<file path="src/rtl/branch_resolution_queue_if.sv">
// Shared branch-outcome type and the decode/execute/predictor port bundle
// of the branch resolution queue.
`ifndef ADDR_WIDTH
`define ADDR_WIDTH 32
`endif

package brq_pkg;
    typedef enum logic {
        NOT_TAKEN = 1'b0,
        TAKEN     = 1'b1
    } BranchOutcome;
endpackage

interface branch_resolution_queue_if #(
    parameter int DEPTH = 8,
    parameter int TAG_W = $clog2(DEPTH)
);
    import brq_pkg::*;

    // decode allocation
    logic                     i_alloc_valid;
    logic [`ADDR_WIDTH-1:0]   i_alloc_pc;
    BranchOutcome             i_alloc_prediction;
    logic [`ADDR_WIDTH-1:0]   i_alloc_recovery_target;
    logic                     o_alloc_ready;
    logic [TAG_W-1:0]         o_alloc_tag;
    // execute resolution
    logic                     i_res_valid;
    logic [TAG_W-1:0]         i_res_tag;
    BranchOutcome             i_res_outcome;
    // squash
    logic                     i_flush;
    // predictor feedback and redirect
    logic                     o_fb_valid;
    logic [`ADDR_WIDTH-1:0]   o_fb_pc;
    BranchOutcome             o_fb_prediction;
    BranchOutcome             o_fb_outcome;
    logic                     o_redirect_valid;
    logic [`ADDR_WIDTH-1:0]   o_redirect_target;
    // status
    logic [TAG_W:0]           o_count;
    logic [31:0]              o_retired_count;
    logic [31:0]              o_mispredict_count;

    modport master (
        output i_alloc_valid, i_alloc_pc, i_alloc_prediction, i_alloc_recovery_target,
        output i_res_valid, i_res_tag, i_res_outcome, i_flush,
        input  o_alloc_ready, o_alloc_tag, o_fb_valid, o_fb_pc, o_fb_prediction,
        input  o_fb_outcome, o_redirect_valid, o_redirect_target, o_count,
        input  o_retired_count, o_mispredict_count
    );

    modport slave (
        input  i_alloc_valid, i_alloc_pc, i_alloc_prediction, i_alloc_recovery_target,
        input  i_res_valid, i_res_tag, i_res_outcome, i_flush,
        output o_alloc_ready, o_alloc_tag, o_fb_valid, o_fb_pc, o_fb_prediction,
        output o_fb_outcome, o_redirect_valid, o_redirect_target, o_count,
        output o_retired_count, o_mispredict_count
    );
endinterface

</file>
<file path="src/rtl/branch_resolution_queue.sv">
// In-order branch resolution queue: allocates in program order, resolves by
// tag out of order, retires one resolved head entry per cycle to the
// predictor feedback port and redirects/squashes on a retired mispredict.
`ifndef ADDR_WIDTH
`define ADDR_WIDTH 32
`endif

module branch_resolution_queue
    import brq_pkg::*;
#(
    parameter int DEPTH = 8,
    parameter int TAG_W = $clog2(DEPTH)
) (
    input  logic                      clk,
    input  logic                      rst_n,
    branch_resolution_queue_if.slave  bus
);

    localparam int             AW   = `ADDR_WIDTH;
    localparam logic [TAG_W:0] FULL = (TAG_W + 1)'(DEPTH);

    // pointers wrap naturally because DEPTH is a power of two
    function automatic logic [TAG_W-1:0] ptr_next(input logic [TAG_W-1:0] p);
        return p + TAG_W'(1);
    endfunction

    // entry control state
    logic [DEPTH-1:0]  ent_vld;
    logic [DEPTH-1:0]  ent_res;
    // entry payload, never reset: an invalid entry's payload is don't-care
    logic [AW-1:0]     ent_pc   [DEPTH];
    logic [AW-1:0]     ent_tgt  [DEPTH];
    BranchOutcome      ent_pred [DEPTH];
    BranchOutcome      ent_out  [DEPTH];

    logic [TAG_W-1:0]  head;
    logic [TAG_W-1:0]  tail;
    logic [TAG_W:0]    cnt;

    logic              retire_p0;
    logic              mispredict_p0;
    logic              squash_p0;
    logic              alloc_we_p0;
    logic              res_we_p0;

    logic              fb_vld_p1;
    logic              redir_vld_p1;
    logic [AW-1:0]     fb_pc_p1;
    BranchOutcome      fb_pred_p1;
    BranchOutcome      fb_out_p1;
    logic [AW-1:0]     redir_tgt_p1;
    logic [31:0]       ret_cnt;
    logic [31:0]       mis_cnt;

    // ---- stage p0: decisions from registered state and this cycle's requests
    // Derive retire/mispredict and which requests survive a squash this cycle.
    always_comb begin
        retire_p0     = ent_vld[head] & ent_res[head];
        mispredict_p0 = retire_p0 & (ent_out[head] != ent_pred[head]);
        squash_p0     = bus.i_flush | mispredict_p0;
        alloc_we_p0   = bus.i_alloc_valid & (cnt != FULL) & ~squash_p0;
        res_we_p0     = bus.i_res_valid & ent_vld[bus.i_res_tag] & ~squash_p0;
    end

    // Queue control: valid/resolved bits, pointers, occupancy, pulses, statistics.
    always_ff @(posedge clk) begin
        if (!rst_n) begin
            ent_vld      <= '0;
            ent_res      <= '0;
            head         <= '0;
            tail         <= '0;
            cnt          <= '0;
            fb_vld_p1    <= 1'b0;
            redir_vld_p1 <= 1'b0;
            ret_cnt      <= '0;
            mis_cnt      <= '0;
        end else if (bus.i_flush) begin
            ent_vld      <= '0;
            ent_res      <= '0;
            head         <= '0;
            tail         <= '0;
            cnt          <= '0;
            fb_vld_p1    <= 1'b0;
            redir_vld_p1 <= 1'b0;
        end else begin
            fb_vld_p1    <= retire_p0;
            redir_vld_p1 <= mispredict_p0;
            if (retire_p0)
                ret_cnt <= ret_cnt + 32'd1;
            if (mispredict_p0) begin
                mis_cnt <= mis_cnt + 32'd1;
                ent_vld <= '0;
                ent_res <= '0;
                head    <= '0;
                tail    <= '0;
                cnt     <= '0;
            end else begin
                if (res_we_p0)
                    ent_res[bus.i_res_tag] <= 1'b1;
                // retirement clears the head after any same-cycle resolution of it
                if (retire_p0) begin
                    ent_vld[head] <= 1'b0;
                    ent_res[head] <= 1'b0;
                    head          <= ptr_next(head);
                end
                if (alloc_we_p0) begin
                    ent_vld[tail] <= 1'b1;
                    ent_res[tail] <= 1'b0;
                    tail          <= ptr_next(tail);
                end
                case ({alloc_we_p0, retire_p0})
                    2'b10:   cnt <= cnt + (TAG_W + 1)'(1);
                    2'b01:   cnt <= cnt - (TAG_W + 1)'(1);
                    default: cnt <= cnt;
                endcase
            end
        end
    end

    // Entry payload capture on allocation and resolution.
    always_ff @(posedge clk) begin
        if (alloc_we_p0) begin
            ent_pc[tail]   <= bus.i_alloc_pc;
            ent_pred[tail] <= bus.i_alloc_prediction;
            ent_tgt[tail]  <= bus.i_alloc_recovery_target;
        end
        if (res_we_p0)
            ent_out[bus.i_res_tag] <= bus.i_res_outcome;
    end

    // ---- stage p1: registered feedback/redirect payload, held between pulses
    // Capture the retiring head entry for the predictor and the redirect.
    always_ff @(posedge clk) begin
        if (!rst_n) begin
            fb_pc_p1     <= '0;
            fb_pred_p1   <= NOT_TAKEN;
            fb_out_p1    <= NOT_TAKEN;
            redir_tgt_p1 <= '0;
        end else if (!bus.i_flush && retire_p0) begin
            fb_pc_p1   <= ent_pc[head];
            fb_pred_p1 <= ent_pred[head];
            fb_out_p1  <= ent_out[head];
            if (mispredict_p0)
                redir_tgt_p1 <= ent_tgt[head];
        end
    end

    assign bus.o_alloc_ready      = (cnt != FULL);
    assign bus.o_alloc_tag        = tail;
    assign bus.o_count            = cnt;
    assign bus.o_fb_valid         = fb_vld_p1;
    assign bus.o_fb_pc            = fb_pc_p1;
    assign bus.o_fb_prediction    = fb_pred_p1;
    assign bus.o_fb_outcome       = fb_out_p1;
    assign bus.o_redirect_valid   = redir_vld_p1;
    assign bus.o_redirect_target  = redir_tgt_p1;
    assign bus.o_retired_count    = ret_cnt;
    assign bus.o_mispredict_count = mis_cnt;

endmodule

</file>
<file path="src/flat_wrapper.sv">
// flat-port wrapper written by rule: the top's interface ports become plain ports
module branch_resolution_queue_flat import brq_pkg::*;
#(
    parameter int DEPTH = 8,
    parameter int TAG_W = $clog2(DEPTH)
)
  (clk, rst_n, bus_i_alloc_valid, bus_i_alloc_pc, bus_i_alloc_prediction, bus_i_alloc_recovery_target, bus_i_res_valid, bus_i_res_tag, bus_i_res_outcome, bus_i_flush, bus_o_alloc_ready, bus_o_alloc_tag, bus_o_fb_valid, bus_o_fb_pc, bus_o_fb_prediction, bus_o_fb_outcome, bus_o_redirect_valid, bus_o_redirect_target, bus_o_count, bus_o_retired_count, bus_o_mispredict_count);
  branch_resolution_queue_if #(.DEPTH(DEPTH), .TAG_W(TAG_W)) bus_i ();
  input  logic clk;
  input  logic rst_n;
  input wire logic [$bits(bus_i.i_alloc_valid)-1:0] bus_i_alloc_valid;
  input wire logic [$bits(bus_i.i_alloc_pc)-1:0] bus_i_alloc_pc;
  input wire logic [$bits(bus_i.i_alloc_prediction)-1:0] bus_i_alloc_prediction;
  input wire logic [$bits(bus_i.i_alloc_recovery_target)-1:0] bus_i_alloc_recovery_target;
  input wire logic [$bits(bus_i.i_res_valid)-1:0] bus_i_res_valid;
  input wire logic [$bits(bus_i.i_res_tag)-1:0] bus_i_res_tag;
  input wire logic [$bits(bus_i.i_res_outcome)-1:0] bus_i_res_outcome;
  input wire logic [$bits(bus_i.i_flush)-1:0] bus_i_flush;
  output wire logic [$bits(bus_i.o_alloc_ready)-1:0] bus_o_alloc_ready;
  output wire logic [$bits(bus_i.o_alloc_tag)-1:0] bus_o_alloc_tag;
  output wire logic [$bits(bus_i.o_fb_valid)-1:0] bus_o_fb_valid;
  output wire logic [$bits(bus_i.o_fb_pc)-1:0] bus_o_fb_pc;
  output wire logic [$bits(bus_i.o_fb_prediction)-1:0] bus_o_fb_prediction;
  output wire logic [$bits(bus_i.o_fb_outcome)-1:0] bus_o_fb_outcome;
  output wire logic [$bits(bus_i.o_redirect_valid)-1:0] bus_o_redirect_valid;
  output wire logic [$bits(bus_i.o_redirect_target)-1:0] bus_o_redirect_target;
  output wire logic [$bits(bus_i.o_count)-1:0] bus_o_count;
  output wire logic [$bits(bus_i.o_retired_count)-1:0] bus_o_retired_count;
  output wire logic [$bits(bus_i.o_mispredict_count)-1:0] bus_o_mispredict_count;
  assign bus_i.i_alloc_valid = bus_i_alloc_valid;
  assign bus_i.i_alloc_pc = bus_i_alloc_pc;
  assign bus_i.i_alloc_prediction = bus_i_alloc_prediction;
  assign bus_i.i_alloc_recovery_target = bus_i_alloc_recovery_target;
  assign bus_i.i_res_valid = bus_i_res_valid;
  assign bus_i.i_res_tag = bus_i_res_tag;
  assign bus_i.i_res_outcome = bus_i_res_outcome;
  assign bus_i.i_flush = bus_i_flush;
  assign bus_o_alloc_ready = bus_i.o_alloc_ready;
  assign bus_o_alloc_tag = bus_i.o_alloc_tag;
  assign bus_o_fb_valid = bus_i.o_fb_valid;
  assign bus_o_fb_pc = bus_i.o_fb_pc;
  assign bus_o_fb_prediction = bus_i.o_fb_prediction;
  assign bus_o_fb_outcome = bus_i.o_fb_outcome;
  assign bus_o_redirect_valid = bus_i.o_redirect_valid;
  assign bus_o_redirect_target = bus_i.o_redirect_target;
  assign bus_o_count = bus_i.o_count;
  assign bus_o_retired_count = bus_i.o_retired_count;
  assign bus_o_mispredict_count = bus_i.o_mispredict_count;
  branch_resolution_queue #(.DEPTH(DEPTH), .TAG_W(TAG_W)) u_core (.clk(clk), .rst_n(rst_n), .bus(bus_i));
endmodule
</file>
<file path="config.mk">
export PLATFORM = sky130hd
export DESIGN_NAME = branch_resolution_queue_flat
export DESIGN_NICKNAME = d
export VERILOG_FILES = /design/src/rtl/branch_resolution_queue_if.sv /design/src/rtl/branch_resolution_queue.sv /design/src/flat_wrapper.sv
export SDC_FILE = /design/constraint.sdc
export NUM_CORES = 1
export LEC_CHECK = 0
export CAP_MARGIN = 10
export CORE_ASPECT_RATIO = 1.75
export CORE_MARGIN = 2
export CORE_UTILIZATION = 52
export CTS_CLUSTER_SIZE = 10
export DETAILED_ROUTE_END_ITERATION = 8
export GPL_TIMING_DRIVEN = 0
export PLACE_DENSITY = 0.69
export SLEW_MARGIN = 20
export SYNTH_ARGS = -nofsm -noshare
export SYNTH_HDL_FRONTEND = slang
export SYNTH_SLANG_ARGS = --single-unit
export TNS_END_PERCENT = 10
</file>
<file path="constraint.sdc">
create_clock -name clk -period 6.3 [get_ports clk]
set_input_delay 1.26 -clock clk [delete_from_list [all_inputs] [get_ports clk]]
set_output_delay 1.26 -clock clk [all_outputs]
set_load 0.005 [all_outputs]
</file>
# After elaboration in Yosys (flattened, before gate mapping)
# Memories as Yosys holds them, arrays and structs flattened. A register that Yosys moved wholly into a read port is not among the register bits.
# Cells that the tools add are included.
# W data, S select, Z words.
dict set report op_classes {
  eq_ne 4
  add_sub_neg 6
  muxes 35
  bitwise_logic 17
  magnitude_cmp 6
  reduce_logical 13
}
# cell n
set op_table {}
lappend op_table {{$mux W8} 14}
lappend op_table {{$add A32 B1 Y32 const B} 2}
lappend op_table {{$and A8 B8 Y8} 3}
lappend op_table {{$not A8 Y8} 2}
lappend op_table {{$or A8 B8 Y8} 2}
lappend op_table {{$lt A3 B4 Y1 const B} 3}
lappend op_table {{$mux W3} 4}
lappend op_table {{$mux W1} 10}
lappend op_table {{$bmux W1 S3} 3}
lappend op_table {{$demux W1 S3} 3}
lappend op_table {{$ge A3 B1 Y1 const B} 3}
lappend op_table {{$pmux W4 S2} 1}
lappend op_table {{$add A3 B1 Y3 const B} 2}
lappend op_table {{$and A1 B1 Y1} 6}
lappend op_table {{$reduce_and A2 Y1} 3}
lappend op_table {{$add A4 B1 Y4 const B} 1}
lappend op_table {{$logic_and A1 B1 Y1} 4}
lappend op_table {{$ne A4 B4 Y1 const B} 1}
lappend op_table {{$sub A4 B1 Y4 const B} 1}
lappend op_table {{$logic_not A1 Y1} 3}
lappend op_table {{$not A1 Y1} 3}
lappend op_table {{$reduce_or A3 Y1} 1}
lappend op_table {{$eq A2 B1 Y1 const B} 1}
lappend op_table {{$eq A2 B2 Y1 const B} 1}
lappend op_table {{4 further kinds} 4}
dict set report totals {
  memories 4
  regBits 94
  ramBits 528
}
# memory words width read_ports rd_clocked_by_memory_dff write_ports line_no
set memory_table {}
lappend memory_table {u_core.ent_pc 8 32 1 1 1 branch_resolution_queue.sv:31} ;# logic [AW-1:0] ent_pc [DEPTH];
lappend memory_table {u_core.ent_tgt 8 32 1 1 1 branch_resolution_queue.sv:32} ;# logic [AW-1:0] ent_tgt [DEPTH];
lappend memory_table {u_core.ent_out 8 1 1 1 1 branch_resolution_queue.sv:34} ;# BranchOutcome ent_out [DEPTH];
lappend memory_table {u_core.ent_pred 8 1 1 1 1 branch_resolution_queue.sv:33} ;# BranchOutcome ent_pred [DEPTH];

# Logic depth before layout (Yosys ltp)
dict set report depth {
  depth_word 18
  mapped_depth 16
  mapped_depth_nobuf 13
}

# Worst setup path after synthesis
# OpenSTA, ideal clock, no wires.
dict set report synth_timing {
  path_kind {input-to-reg}
  start {input port bus_i_flush}
  end {memory u_core.ent_pc[0][0] (netlist bit) (enable)}
  arrival_ns 4.956
  path_stages 4
  t_required_ns 5.789
  setup_ns 0.511
  setup_slack_ns 0.833
  cell_sequence {clkbuf_1 nor3_1 nand3_1 a21oi_1}
}
dict set report synth_between {
  elab_chain_cells 5
}
# element line_no
set synth_rtl {}
lappend synth_rtl {{from (decl)} flat_wrapper.sv:18} ;# input wire logic [$bits(bus_i.i_flush)-1:0] bus_i_flush;
lappend synth_rtl {{$or A1 B1 Y1} branch_resolution_queue.sv:60} ;# squash_p0 = bus.i_flush | mispredict_p0;
lappend synth_rtl {{$not A1 Y1} branch_resolution_queue.sv:61} ;# alloc_we_p0 = bus.i_alloc_valid & (cnt != FULL) & ~squash_p0;
lappend synth_rtl {{$and A1 B1 Y1} branch_resolution_queue.sv:61}
lappend synth_rtl {{$mux W1} branch_resolution_queue.sv:122} ;# if (alloc_we_p0) begin
lappend synth_rtl {{$mux W1 (implied by the code)} branch_resolution_queue.sv:123} ;# ent_pc[tail] <= bus.i_alloc_pc;
lappend synth_rtl {{to (decl)} branch_resolution_queue.sv:31}
# Every way passes these cells.

# Worst setup path in the final report
dict set report layout_timing {
  start {register u_core.head[1]}
  end {register u_core.cnt[3], in the netlist u_core.bus.o_count[3]}
}
dict set report layout_between {
  elab_chain_cells 9
  word_cells_on_any_way 14
  cone_classes {2 x eq/ne; 5 x mux; 5 x bitwise; 2 x reduce/logical}
}
# element line_no
set layout_rtl {}
lappend layout_rtl {{from (decl)} branch_resolution_queue.sv:36} ;# logic [TAG_W-1:0] head;
lappend layout_rtl {{from (signal assigned)} branch_resolution_queue.sv:104} ;# head <= ptr_next(head);
lappend layout_rtl {{$bmux W1 S3} branch_resolution_queue.sv:58} ;# retire_p0 = ent_vld[head] & ent_res[head];
lappend layout_rtl {{$mux W1 (implied by the code)} branch_resolution_queue.sv:58}
lappend layout_rtl {{$and A1 B1 Y1 (*)} branch_resolution_queue.sv:58}
lappend layout_rtl {{named net u_core.retire_p0} branch_resolution_queue.sv:40} ;# logic retire_p0;
lappend layout_rtl {{$and A1 B1 Y1} branch_resolution_queue.sv:59} ;# mispredict_p0 = retire_p0 & (ent_out[head] != ent_pred[head]);
lappend layout_rtl {{$or A1 B1 Y1} branch_resolution_queue.sv:60}
lappend layout_rtl {{$not A1 Y1} branch_resolution_queue.sv:61}
lappend layout_rtl {{$and A1 B1 Y1} branch_resolution_queue.sv:61}
lappend layout_rtl {{$eq A2 B1 Y1 / $eq A2 B2 Y1 (equally long branches)} branch_resolution_queue.sv:111} ;# case ({alloc_we_p0, retire_p0})
lappend layout_rtl {{$pmux W4 S2 / $reduce_bool A2 Y1 (equally long branches)} n/a}
lappend layout_rtl {{to (signal assigned)} branch_resolution_queue.sv:112} ;# 2'b10: cnt <= cnt + (TAG_W + 1)'(1);
lappend layout_rtl {{to (signal assigned)} branch_resolution_queue.sv:113} ;# 2'b01: cnt <= cnt - (TAG_W + 1)'(1);
lappend layout_rtl {{to (signal assigned)} branch_resolution_queue.sv:114} ;# default: cnt <= cnt;
lappend layout_rtl {{to (decl)} branch_resolution_queue.sv:38} ;# logic [TAG_W:0] cnt;
# Mark *: on every way through the listed nets, which the timed path passes. The rest lies on a longest branch. The select of a mux whose other input is x is not followed.
# A chain may end at the register's enable or synchronous reset.

==> results.json <==
{
  "outcome": "complete, no violations",
  "area_growth_pct": 20.8,
  "p_clk_share_pct": 44.5,
  "die_h_um": 306,
  "path_clk_slew_ns": 0.06,
  "max_freq_ghz": 0.248,
  "cts_tree": "yes",
  "via_per_inst": 6.23,
  "clock_sinks": 689,
  "synth.distinct_cells": 62,
  "setup_viol": 0,
  "firstDrtPassIters": 6,
  "tightestPinTransition_ns": 1.13,
  "required_ns": 6.84,
  "drc": 0,
  "synth_area_leader_cell": "edfxtp_1",
  "grt_antenna_before_repair": 8,
  "dpl_cell_area_mm2": 0.0304,
  "dp_slack_ns": 2.01,
  "dp_hpwl_um": 47800,
  "track_usage_pct": 27.2,
  "setup_slack_ns": 2.26,
  "cap_viol_max_count": 0,
  "netlist_area_mm2": 0.0271,
  "ir_worst_vdd_uv": 261,
  "cp_data_arrival_time_ns": 4.58,
  "p_leak_nw": 9.95,
  "postCtsSetupRepairBufs": 0,
  "layout-drive-gt1-share_pct": 14.3,
  "ys_warn_count": 0,
  "internal-power_mw": 7.35,
  "row_count": 110,
  "synth_area_leaders": "edfxtp_1 (59%), dfxtp_1 (12%), mux4_2 (8.5%)",
  "nFillCells": 3802,
  "clock_path_buffers": 3,
  "power_frac_seq_pct": 53.1,
  "post_cts_resized": 0,
  "cp_common_cell": "a21oi_1",
  "grt_pass1_wl_um": 108000,
  "wl_per_cell_um": 26.7,
  "rsz0062_at_grt": "false",
  "layout.nets": 2072,
  "clock_latency_ns": 0.62,
  "final_common_cell": "edfxtp_1",
  "fin_crit_ns": 4.04,
  "chipWidth_um": 176,
  "synth-seq-area-share_pct": 70.5,
  "hold_buffers": 0,
  "gr-total-overflow": 0,
  "swShare_pct": 20.8,
  "crit_path_max_incr_delay_ns": 0.66,
  "crit_family": "simple AND/OR/NAND/NOR gates",
  "final_cell_mix": "edfxtp_1 (528), clkdlybuf4s50_1 (213), dfxtp_1 (161)",
  "fin_crit_sh_pct": 64.1,
  "vias": 17000,
  "powerDensity_mw_per_mm2": 284,
  "cts_buffers": 78,
  "syn_area_per_cell_um2": 16.1,
  "first_iter_violations": 1336,
  "cts_root_buf": "clkbuf_16",
  "synth_nets": 1767,
  "grt_max_degree": 44,
  "end_kind": "flop",
  "cp_num_buf_inv": 3,
  "ys_seq_elements": 689,
  "grt_pass1_vias": 17800,
  "worst-path-max-fanout": 11,
  "final_max_slew_viol_count": 0,
  "slew_headroom_pct": 24.7,
  "multiInputGateArea_mm2": 0.00747,
  "slowest_stage": "buf_1",
  "synth_top_area_share_pct": 58.6,
  "gp_congestion": 0.905,
  "start_kind": "flop",
  "fin_area_mm2": 0.0327,
  "path_class": "reg -> reg",
  "core_area_mm2": 0.0515,
  "drtAntennaViolNets": 0,
  "synth_edf_count": 528,
  "finClkSkew_ns": 0.0254,
  "port-buffer-count": 213,
  "ys_async_sr_fraction_pct": 0,
  "synthFlopType": "edfxtp_1",
  "initial_core_util_pct": 52.6,
  "cts_max_level": 3,
  "dieArea_mm2": 0.0540,
  "ioPinCount": 214,
  "pwr-share-comb_pct": 2.5,
  "seq_area_mm2": 0.0191,
  "synth_cells": 1686,
  "holdCritPathClass": "reg -> reg",
  "p_sw_mw": 1.93,
  "finalHoldViolCount": 0,
  "crit_chain": "and2_1 > clkbuf_1 > a22oi_1 > nand3_2 > inv_2 > buf_1 > ha_1 > nor4bb_1 > a21oi_1 > o21a_1 > or3_1 > a21oi_1",
  "drt-total-wl_um": 73000
}
## routing by layer
| layer | wire length (µm) | track usage [%] |
|---|---|---|
| met5 | 40 | 0 |
| met4 | 4260 | 16.1 |
| met3 | 5100 | 5.26 |
| met2 | 37500 | 47.4 |
| met1 | 26000 | 30.7 |
## Yosys cell counts, types with 25 or more instances
cell,instances
edfxtp_1,528
dfxtp_1,161
mux4_2,102
a21oi_1,74
clkbuf_1,74
nand2_1,69
nor2_1,67
a211oi_1,61
mux2i_1,60
mux2_2,45
nand3_1,35
a22oi_1,34
a31oi_1,32
o31ai_1,28
nand4_1,26
or4_1,26
buf_2,25
o21ai_0,25
## per-stage QoR
step / utilization [%] / power (mW) / hold slack [ns] / TNS (ns) / instances
global placement: 58.4 / 5.23 / 0.464 / -224.45 / 2571
CTS: 63.5 / 9.32 / 0.487 / 0 / 2722
finish: 63.5 / 9.28 / 0.479 / 0 / 2728
detailed placement: 59.1 / 5.24 / 0.480 / 0 / 2583
floorplan: - / 5.10 / 0.449 / 0 / 1686
global route: 63.5 / 9.53 / 0.510 / 0 / 2727
## sequential cells by signal (all words and copies together) (netlist names), named ones only
signal,count
u_core.bus.o_alloc_tag,3
u_core.bus.o_count,4
u_core.bus.o_fb_outcome,1
u_core.bus.o_fb_pc,32
u_core.bus.o_fb_prediction,1
u_core.bus.o_fb_valid,1
u_core.bus.o_mispredict_count,32
u_core.bus.o_redirect_target,32
u_core.bus.o_redirect_valid,1
u_core.bus.o_retired_count,32
u_core.ent_out,8
u_core.ent_pc,256
u_core.ent_pred,8
u_core.ent_res,8
u_core.ent_tgt,256
u_core.ent_vld,8
u_core.head,3
## logic make-up after synthesis
| group | count (synthesis) | share of synthesized area, % |
|---|---|---|
| DFF | 689 | 70.5 |
| and+or+nand+nor | 326 | 6.40 |
| AOI/OAI and AO/OA | 307 | 7.64 |
| muxes | 209 | 12.7 |
| buffers and inverters | 136 | 2.03 |
| xor gates and xnor gates | 12 | 0.416 |
| adders and majority gates | 7 | 0.323 |
## worst register-to-register path, cell delays in order (launching register included)
cell	delay, ns
dfxtp_1	0.44
and2_1	0.23
clkbuf_1	0.20
a22oi_1	0.49
nand3_2	0.30
inv_2	0.26
buf_1	0.66
ha_1	0.40
nor4bb_1	0.29
a21oi_1	0.07
o21a_1	0.18
or3_1	0.31
a21oi_1	0.14
## power by group through the flow
| stage | Combinational (mW) | Sequential, mW | Clock [mW] |
|---|---|---|---|
| final | 0.227 | 4.93 | 4.13 |
| after CTS | 0.226 | 4.92 | 4.17 |
| after global routing | 0.241 | 4.92 | 4.36 |
| after detailed placement | 0.224 | 5.02 | 0 |
| after global placement | 0.205 | 5.02 | 0 |
| after floorplan | 0.0793 | 5.02 | 0 |
## path summary, 6_finish.rpt
kind / from / to / slack (ns) / depth (start not counted)
setup reg to reg: u_core.head[1] / u_core.bus.o_count[3] / 2.26 / 12
hold / removal: u_core.bus.o_mispredict_count[15] / u_core.bus.o_mispredict_count[15] / 0.48 / 2
setup / recovery: u_core.head[1] / u_core.bus.o_count[3] / 2.26 / 12
hold reg to reg: u_core.bus.o_mispredict_count[15] / u_core.bus.o_mispredict_count[15] / 0.48 / 2
## layout make-up
| type | count | area share [%] |
|---|---|---|
| diodes | 6 | 0.0459 |
| repair buffers | 225 | 7.45 |
| well taps | 672 | 2.57 |
| clock inverters | 7 | 0.432 |
| inverters | 23 | 0.333 |
| flip-flops and latches | 689 | 58.3 |
| multi-input cells | 861 | 22.8 |
| clock buffers | 132 | 6.59 |
| plain buffers | 113 | 1.42 |
Power figures use the tool's default switching activity.
